## config.mk

```make
export PLATFORM = sky130hd
export DESIGN_NAME = nodf_module_intf
export DESIGN_NICKNAME = d
export VERILOG_FILES = /design/src/rtl/nodf_mon_pkg.sv /design/src/rtl/nodf_sat_counter.sv /design/src/rtl/nodf_module_intf.sv
export SDC_FILE = /design/constraint.sdc
export NUM_CORES = 1
export LEC_CHECK = 0
export ABC_AREA = 1
export ABC_CLOCK_PERIOD_IN_PS = 4100
export CAP_MARGIN = 40
export CORE_MARGIN = 10
export CORE_UTILIZATION = 50
export CTS_CLUSTER_SIZE = 28
export DETAILED_ROUTE_END_ITERATION = 16
export MAX_ROUTING_LAYER = met4
export PLACE_DENSITY = 0.81
export SKIP_LAST_GASP = 1
export SLEW_MARGIN = 20
export SYNTH_ARGS = -nofsm -noshare
export SYNTH_HDL_FRONTEND = slang
export SYNTH_SLANG_ARGS = --single-unit
```

## constraint.sdc

```tcl
create_clock -name clock -period 4.1 [get_ports clock]
set_clock_uncertainty 0.15 [all_clocks]
set_input_delay 0.82 -clock clock [delete_from_list [all_inputs] [get_ports clock]]
set_output_delay 0.82 -clock clock [all_outputs]
set_load 0.02 [all_outputs]
```

## src/rtl/nodf_mon_pkg.sv

```systemverilog
// Shared types, defaults and the saturating-increment helper for the
// non-dataflow HLS block activity monitor.
package nodf_mon_pkg;

    typedef enum logic [1:0] {
        IDLE      = 2'd0,
        RUN       = 2'd1,
        DONE_WAIT = 2'd2
    } mon_state_t;

    localparam int CNT_W_DEF = 32;

    // Increment v by one unless it has already reached max_v.
    // Callers zero-extend their counter into 64 bits and pass the all-ones
    // value of their own width as max_v, so one helper serves any CNT_W <= 64.
    function automatic logic [63:0] sat_inc(input logic [63:0] v,
                                            input logic [63:0] max_v);
        return (v >= max_v) ? max_v : v + 64'd1;
    endfunction

endpackage

```

## src/rtl/nodf_sat_counter.sv

```systemverilog
// Saturating up-counter: synchronous clear, count enable, sticks at all-ones.
module nodf_sat_counter
    import nodf_mon_pkg::*;
#(
    parameter int CNT_W = CNT_W_DEF
) (
    input  logic             clock,
    input  logic             reset,
    input  logic             clr,
    input  logic             en,
    output logic [CNT_W-1:0] count
);

    localparam logic [63:0] CNT_MAX = 64'({CNT_W{1'b1}});

    // Clear has priority; otherwise count up on enable without wrapping.
    always_ff @(posedge clock) begin
        if (reset || clr) begin
            count <= '0;
        end else if (en) begin
            count <= CNT_W'(sat_inc(64'(count), CNT_MAX));
        end
    end

endmodule

```

## src/rtl/nodf_module_intf.sv

```systemverilog
// Activity monitor for one non-dataflow HLS block. Tracks the transaction
// FSM, counts starts/retires/busy/stall cycles, measures per-transaction
// latency (last/min/max), flags protocol errors and freezes everything once
// finish has been sampled.
//
// Handshake: a transaction retires on a cycle where ap_done and ap_continue
// are both 1; ap_done with ap_continue low is a stall cycle. A start is
// accepted for counting when ap_start and ap_ready are both 1.
module nodf_module_intf
    import nodf_mon_pkg::*;
#(
    parameter int CNT_W = CNT_W_DEF
) (
    input  logic             clock,
    input  logic             reset,
    input  logic             ap_start,
    input  logic             ap_ready,
    input  logic             ap_done,
    input  logic             ap_continue,
    input  logic             finish,
    output logic [1:0]       state,
    output logic [CNT_W-1:0] trans_cnt,
    output logic [CNT_W-1:0] start_cnt,
    output logic [CNT_W-1:0] last_lat,
    output logic [CNT_W-1:0] min_lat,
    output logic [CNT_W-1:0] max_lat,
    output logic [CNT_W-1:0] busy_cycles,
    output logic [CNT_W-1:0] stall_cycles,
    output logic             finished,
    output logic             proto_err
);

    localparam logic [63:0]      CNT_MAX = 64'({CNT_W{1'b1}});
    localparam logic [CNT_W-1:0] ONE     = CNT_W'(1);

    mon_state_t       state_q;
    logic [CNT_W-1:0] lat_timer;

    logic             ret;
    logic             stall;
    logic             active;
    logic             record;
    logic [CNT_W-1:0] lat_inc;
    logic [CNT_W-1:0] rec_lat;
    logic [CNT_W-1:0] trans_nx;
    logic [CNT_W-1:0] start_nx;
    logic             err_idle_done;
    logic             err_count;

    assign state = state_q;

    // Retire/record decode and the post-update values used by the error check.
    always_comb begin
        ret           = ap_done & ap_continue;
        stall         = ap_done & ~ap_continue;
        active        = ~finished;
        lat_inc       = CNT_W'(sat_inc(64'(lat_timer), CNT_MAX));
        record        = 1'b0;
        rec_lat       = '0;
        case (state_q)
            IDLE: begin
                if (ap_start && ret) begin
                    record  = 1'b1;
                    rec_lat = ONE;
                end
            end
            RUN: begin
                if (ret) begin
                    record  = 1'b1;
                    rec_lat = lat_inc;
                end
            end
            DONE_WAIT: begin
                if (ap_continue) begin
                    record  = 1'b1;
                    rec_lat = lat_inc;
                end
            end
            default: begin
                record  = 1'b0;
                rec_lat = '0;
            end
        endcase
        trans_nx      = record ? CNT_W'(sat_inc(64'(trans_cnt), CNT_MAX)) : trans_cnt;
        start_nx      = (ap_start && ap_ready) ?
                        CNT_W'(sat_inc(64'(start_cnt), CNT_MAX)) : start_cnt;
        err_idle_done = (state_q == IDLE) && ap_done && !ap_start;
        err_count     = trans_nx > start_nx;
    end

    // Transaction FSM, latency timer, latency statistics, sticky flags.
    always_ff @(posedge clock) begin
        if (reset) begin
            state_q   <= IDLE;
            lat_timer <= '0;
            last_lat  <= '0;
            min_lat   <= '1;
            max_lat   <= '0;
            finished  <= 1'b0;
            proto_err <= 1'b0;
        end else if (!finished) begin
            finished <= finish;
            case (state_q)
                IDLE: begin
                    if (ap_start) begin
                        lat_timer <= ONE;
                        if (ret) begin
                            state_q <= IDLE;
                        end else if (stall) begin
                            state_q <= DONE_WAIT;
                        end else begin
                            state_q <= RUN;
                        end
                    end
                end
                RUN, DONE_WAIT: begin
                    if ((state_q == RUN) ? ret : ap_continue) begin
                        if (ap_start) begin
                            state_q   <= RUN;
                            lat_timer <= ONE;
                        end else begin
                            state_q   <= IDLE;
                            lat_timer <= lat_inc;
                        end
                    end else begin
                        lat_timer <= lat_inc;
                        if (stall) begin
                            state_q <= DONE_WAIT;
                        end
                    end
                end
                default: begin
                    state_q <= IDLE;
                end
            endcase
            if (record) begin
                last_lat <= rec_lat;
                if (rec_lat < min_lat) begin
                    min_lat <= rec_lat;
                end
                if (rec_lat > max_lat) begin
                    max_lat <= rec_lat;
                end
            end
            if (err_idle_done || err_count) begin
                proto_err <= 1'b1;
            end
        end
    end

    nodf_sat_counter #(.CNT_W(CNT_W)) u_trans_cnt (
        .clock (clock),
        .reset (reset),
        .clr   (1'b0),
        .en    (active & record),
        .count (trans_cnt)
    );

    nodf_sat_counter #(.CNT_W(CNT_W)) u_start_cnt (
        .clock (clock),
        .reset (reset),
        .clr   (1'b0),
        .en    (active & ap_start & ap_ready),
        .count (start_cnt)
    );

    nodf_sat_counter #(.CNT_W(CNT_W)) u_busy_cnt (
        .clock (clock),
        .reset (reset),
        .clr   (1'b0),
        .en    (active & (state_q != IDLE)),
        .count (busy_cycles)
    );

    nodf_sat_counter #(.CNT_W(CNT_W)) u_stall_cnt (
        .clock (clock),
        .reset (reset),
        .clr   (1'b0),
        .en    (active & stall),
        .count (stall_cycles)
    );

endmodule

```

==> results.md <==
- Post-synth EDFFs: 0
- Top cells by count, synth: nand2_1 (553), inv_1 (335), dfxtp_1 (260)
- CTS tree: built
- Worst slew pin tran: around 0.78 ns
- Worst EP arrival: ~4.3 ns
- Die X: around 200 µm
- Clock Power Share: around 29%
- Fraction of registers with async set/reset: 0%
- Via count: 18,000
- Crit end category: register
- Routed WL: 56,600 µm
- Antenna Nets Post-Route: 0
- Outcome: finished clean
- Number of synthesized register bits: 260
- Design Area, Final: between 20,000 and 25,000 µm²
- GRT Overall Usage: a little over a quarter
- Die height: around 200 µm
- Wire length per cell: 17.6 µm
- VDD IR max: slightly below 0.0008 V
- PwrDens: 478 nW/µm²
- CTS root buffer: clkbuf_16
- Vias in the first global route: between 15,000 and 20,000
- Class of the worst hold path: register to register
- Final Non-Filler Cells: approximately 3,200
- Max Cap Violations: 0
- Die area: 40,100 µm²
- Startpoint Class: register
- Dpl cell area: around 19,000 µm²
- Bufs on Longest Clock Path: 3
- Largest area contributor in the netlist: dfxtp_1
- Fmax: ~0.25 GHz
- Final min period: 3.99 ns
- First-pass GRT wire length: 86,500 µm
- GRT overflow: 0
- Vias per Instance: roughly 5.6
- Power, Total: slightly above 10 mW
- Routability cong.: roughly 0.96
- Clk_lat worst skew: around 0.57 ns
- Antenna violations before repair: 0
- DPL Wire Length: just over 40,000 µm
- Sw frac: between 30% and 40%
- Seq pwr share: about 30%
- Post-synth cell types: 52
- Worst-path clk slew: around 0.06 ns
- Slew Viols, Final: 0
- Post-synthesis sequential area ratio: 32.1%
- PortBufs: around 230
- Final setup fails: 0
- Reg area: approximately 5200 µm²
- Final #Nets: 2,862
- Mapped cell area: 16,200 µm²
- Worst slew margin: between 40% and 50%
- Dpl cells: 3,113
- Post-Syn Instances: ~2,500
- P_int: around 6.3 mW
- Num CTS Buffers: 31
- Core region area: about 32,000 µm²
- Most frequent cell after synthesis: nand2_1
- Hold_buf cts: 0
- Ys flop type: dfxtp_1
- Multi-input gate area: 9860 µm²
- Yosys warns: 0
- Starting DRT DRC Count: between 1,500 and 2,000
- Final setup margin: 0.109 ns
- Logic pwr share: about two fifths
- DP Worst Slack: -0.0791 ns
- RSZ-0062 raised after global routing: yes
- Drt drc: 0
- CP Max Fanout: 8
- I/O pin cnt: ~240
- Fill cells: 2,609
- H-tree depth: 1
- Syn Area/Cell: 6.58 µm²
- CP Data Required Time: roughly 4.4 ns
- Std-Cell Rows: 65
- Antenna diode count: 0
- Top-area cell type share of the netlist area: between 30 and 40%
- Initial Util: between 50% and 60%
- Clk sinks: 260
- Pre-Repair DR Iteration Count: 7
- Synthesized net count: between 2,000 and 3,000
- Area Overhead vs Synth: 31.6%
- NetSw: a little under 4 mW
- Fin. Hold Viols: 0
- Pin count of the biggest net entering global routing: about 120
- Layout cells sized above 1: approximately an eighth
- Synth area leaders: dfxtp_1 (32%), nand2_1 (13%), ha_1 (8.0%)
- LEAKAGE: roughly 9.3 nW
- Fin crit share: 97.3%
- Crit Path Category: register to register
-- metal layers --
| layer | global-route usage, % | part of all wire, % | vias to the layer above |
|---|---|---|---|
| li1 | - | - | 8649 |
| met1 | 32.8 | 41 | 8408 |
| met2 | 42.2 | 47 | 881 |
| met3 | 4.92 | 9.5 | 101 |
| met4 | 6.35 | 2.4 | 0 |
| met5 | - | 0 | - |
-- sequential cells by signal, summed over array words and instances (netlist names), 2 cells and up --
signal             flops
u_trans_cnt.count     32
u_busy_cnt.count      32
state                  2
min_lat               32
last_lat              32
u_stall_cnt.count     32
lat_timer             32
u_start_cnt.count     32
max_lat               32
-- path summary, 6_finish.rpt --
check	start	to	slack, ns	cells after the start
setup / recovery	lat_timer[9]	max_lat[4]	0.11	24
hold / removal	lat_timer[3]	lat_timer[3]	0.32	2
setup reg to reg	lat_timer[9]	max_lat[4]	0.11	24
hold reg to reg	lat_timer[3]	lat_timer[3]	0.32	2
-- critical path, stage by stage, from the launching register on --
cell and delay (ns):
dfxtp_1 0.39, inv_1 0.12, nor3_1 0.33, nand2_2 0.13, nor3_4 0.21, buf_4 0.13
inv_1 0.03, or2_2 0.29, nand3_2 0.12, nand2_1 0.12, inv_2 0.12, ha_1 0.26
a21oi_1 0.14, o21ai_0 0.09, a21oi_1 0.16, nor2_1 0.06, o21bai_1 0.17, a21oi_2 0.08
nor2_2 0.15, buf_4 0.15, a21boi_4 0.06, buf_4 0.14, clkbuf_16 0.16, nor2_1 0.08
nor2_1 0.05
-- stage by stage --
step | setup TNS [ns] | hold slack [ns] | util, %
global placement | 0 | 0.305 | 60.8
detailed placement | -1.08 | 0.306 | 60.8
global route | -4.08 | 0.327 | 67.2
finish | 0 | 0.316 | 67.2
floorplan | 0 | 0.295 | -
CTS | -0.0111 | 0.316 | 64.3
-- power by group through the flow --
stage	Sequential [mW]	Combinational [mW]	Clock [mW]
after floorplan	3.25	1.79	0
after global placement	3.05	3.46	0
after detailed placement	3.05	3.58	0
after CTS	3.00	3.69	2.96
after global routing	3.03	4.56	3.06
final	3.02	4.25	2.94
-- logic make-up (layout without fill, tap and decap cells) --
kind of cell / Yosys count / after routing / share of synthesized area (%)
and+or+nand+nor: 1140 / 1142 / 31.0
buffers and inverters: 436 / 741 / 10.3
AOI/OAI and AO/OA: 466 / 466 / 15.4
adders and majority gates: 104 / 104 / 8.02
muxes: 2 / 2 / 0.131
xor gates and xnor gates: 57 / 57 / 3.08
DFF: 260 / 260 / 32.1
-- layout make-up --
cell class	count	area share, %
Timing Repair Buffer	344	15.7
Inverter	343	6.06
Clock inverter	14	1.07
Tap cell	435	2.55
Clock buffer	40	3.93
Multi-Input combinational cell	1771	46.1
Sequential cell	260	24.5
-- repair_timing --
item,CTS,global route
cloned,0,5
endpoints found under the setup margin,34,65
buffers inserted,2,33
gates resized for setup,3,151
pin swaps,1,53
-- cells in the final DEF (no fill, tap or decap), types with 13 or more instances in the layout --
cell,count
nand2_1,538
inv_1,322
dfxtp_1,246
clkdlybuf4s50_1,233
a21oi_1,215
nor2_1,193
o21ai_0,175
nand3_1,164
ha_1,99
buf_4,92
nor3_1,51
xor2_1,39
nand4_1,35
clkbuf_16,34
nand2_2,24
nor2_2,24
nor2_4,19
xnor2_1,18
or2_2,17
inv_2,16
nor4_1,16
a31oi_1,15
nand3_2,14
o211ai_1,13
(Power assumes the default switching activity.)
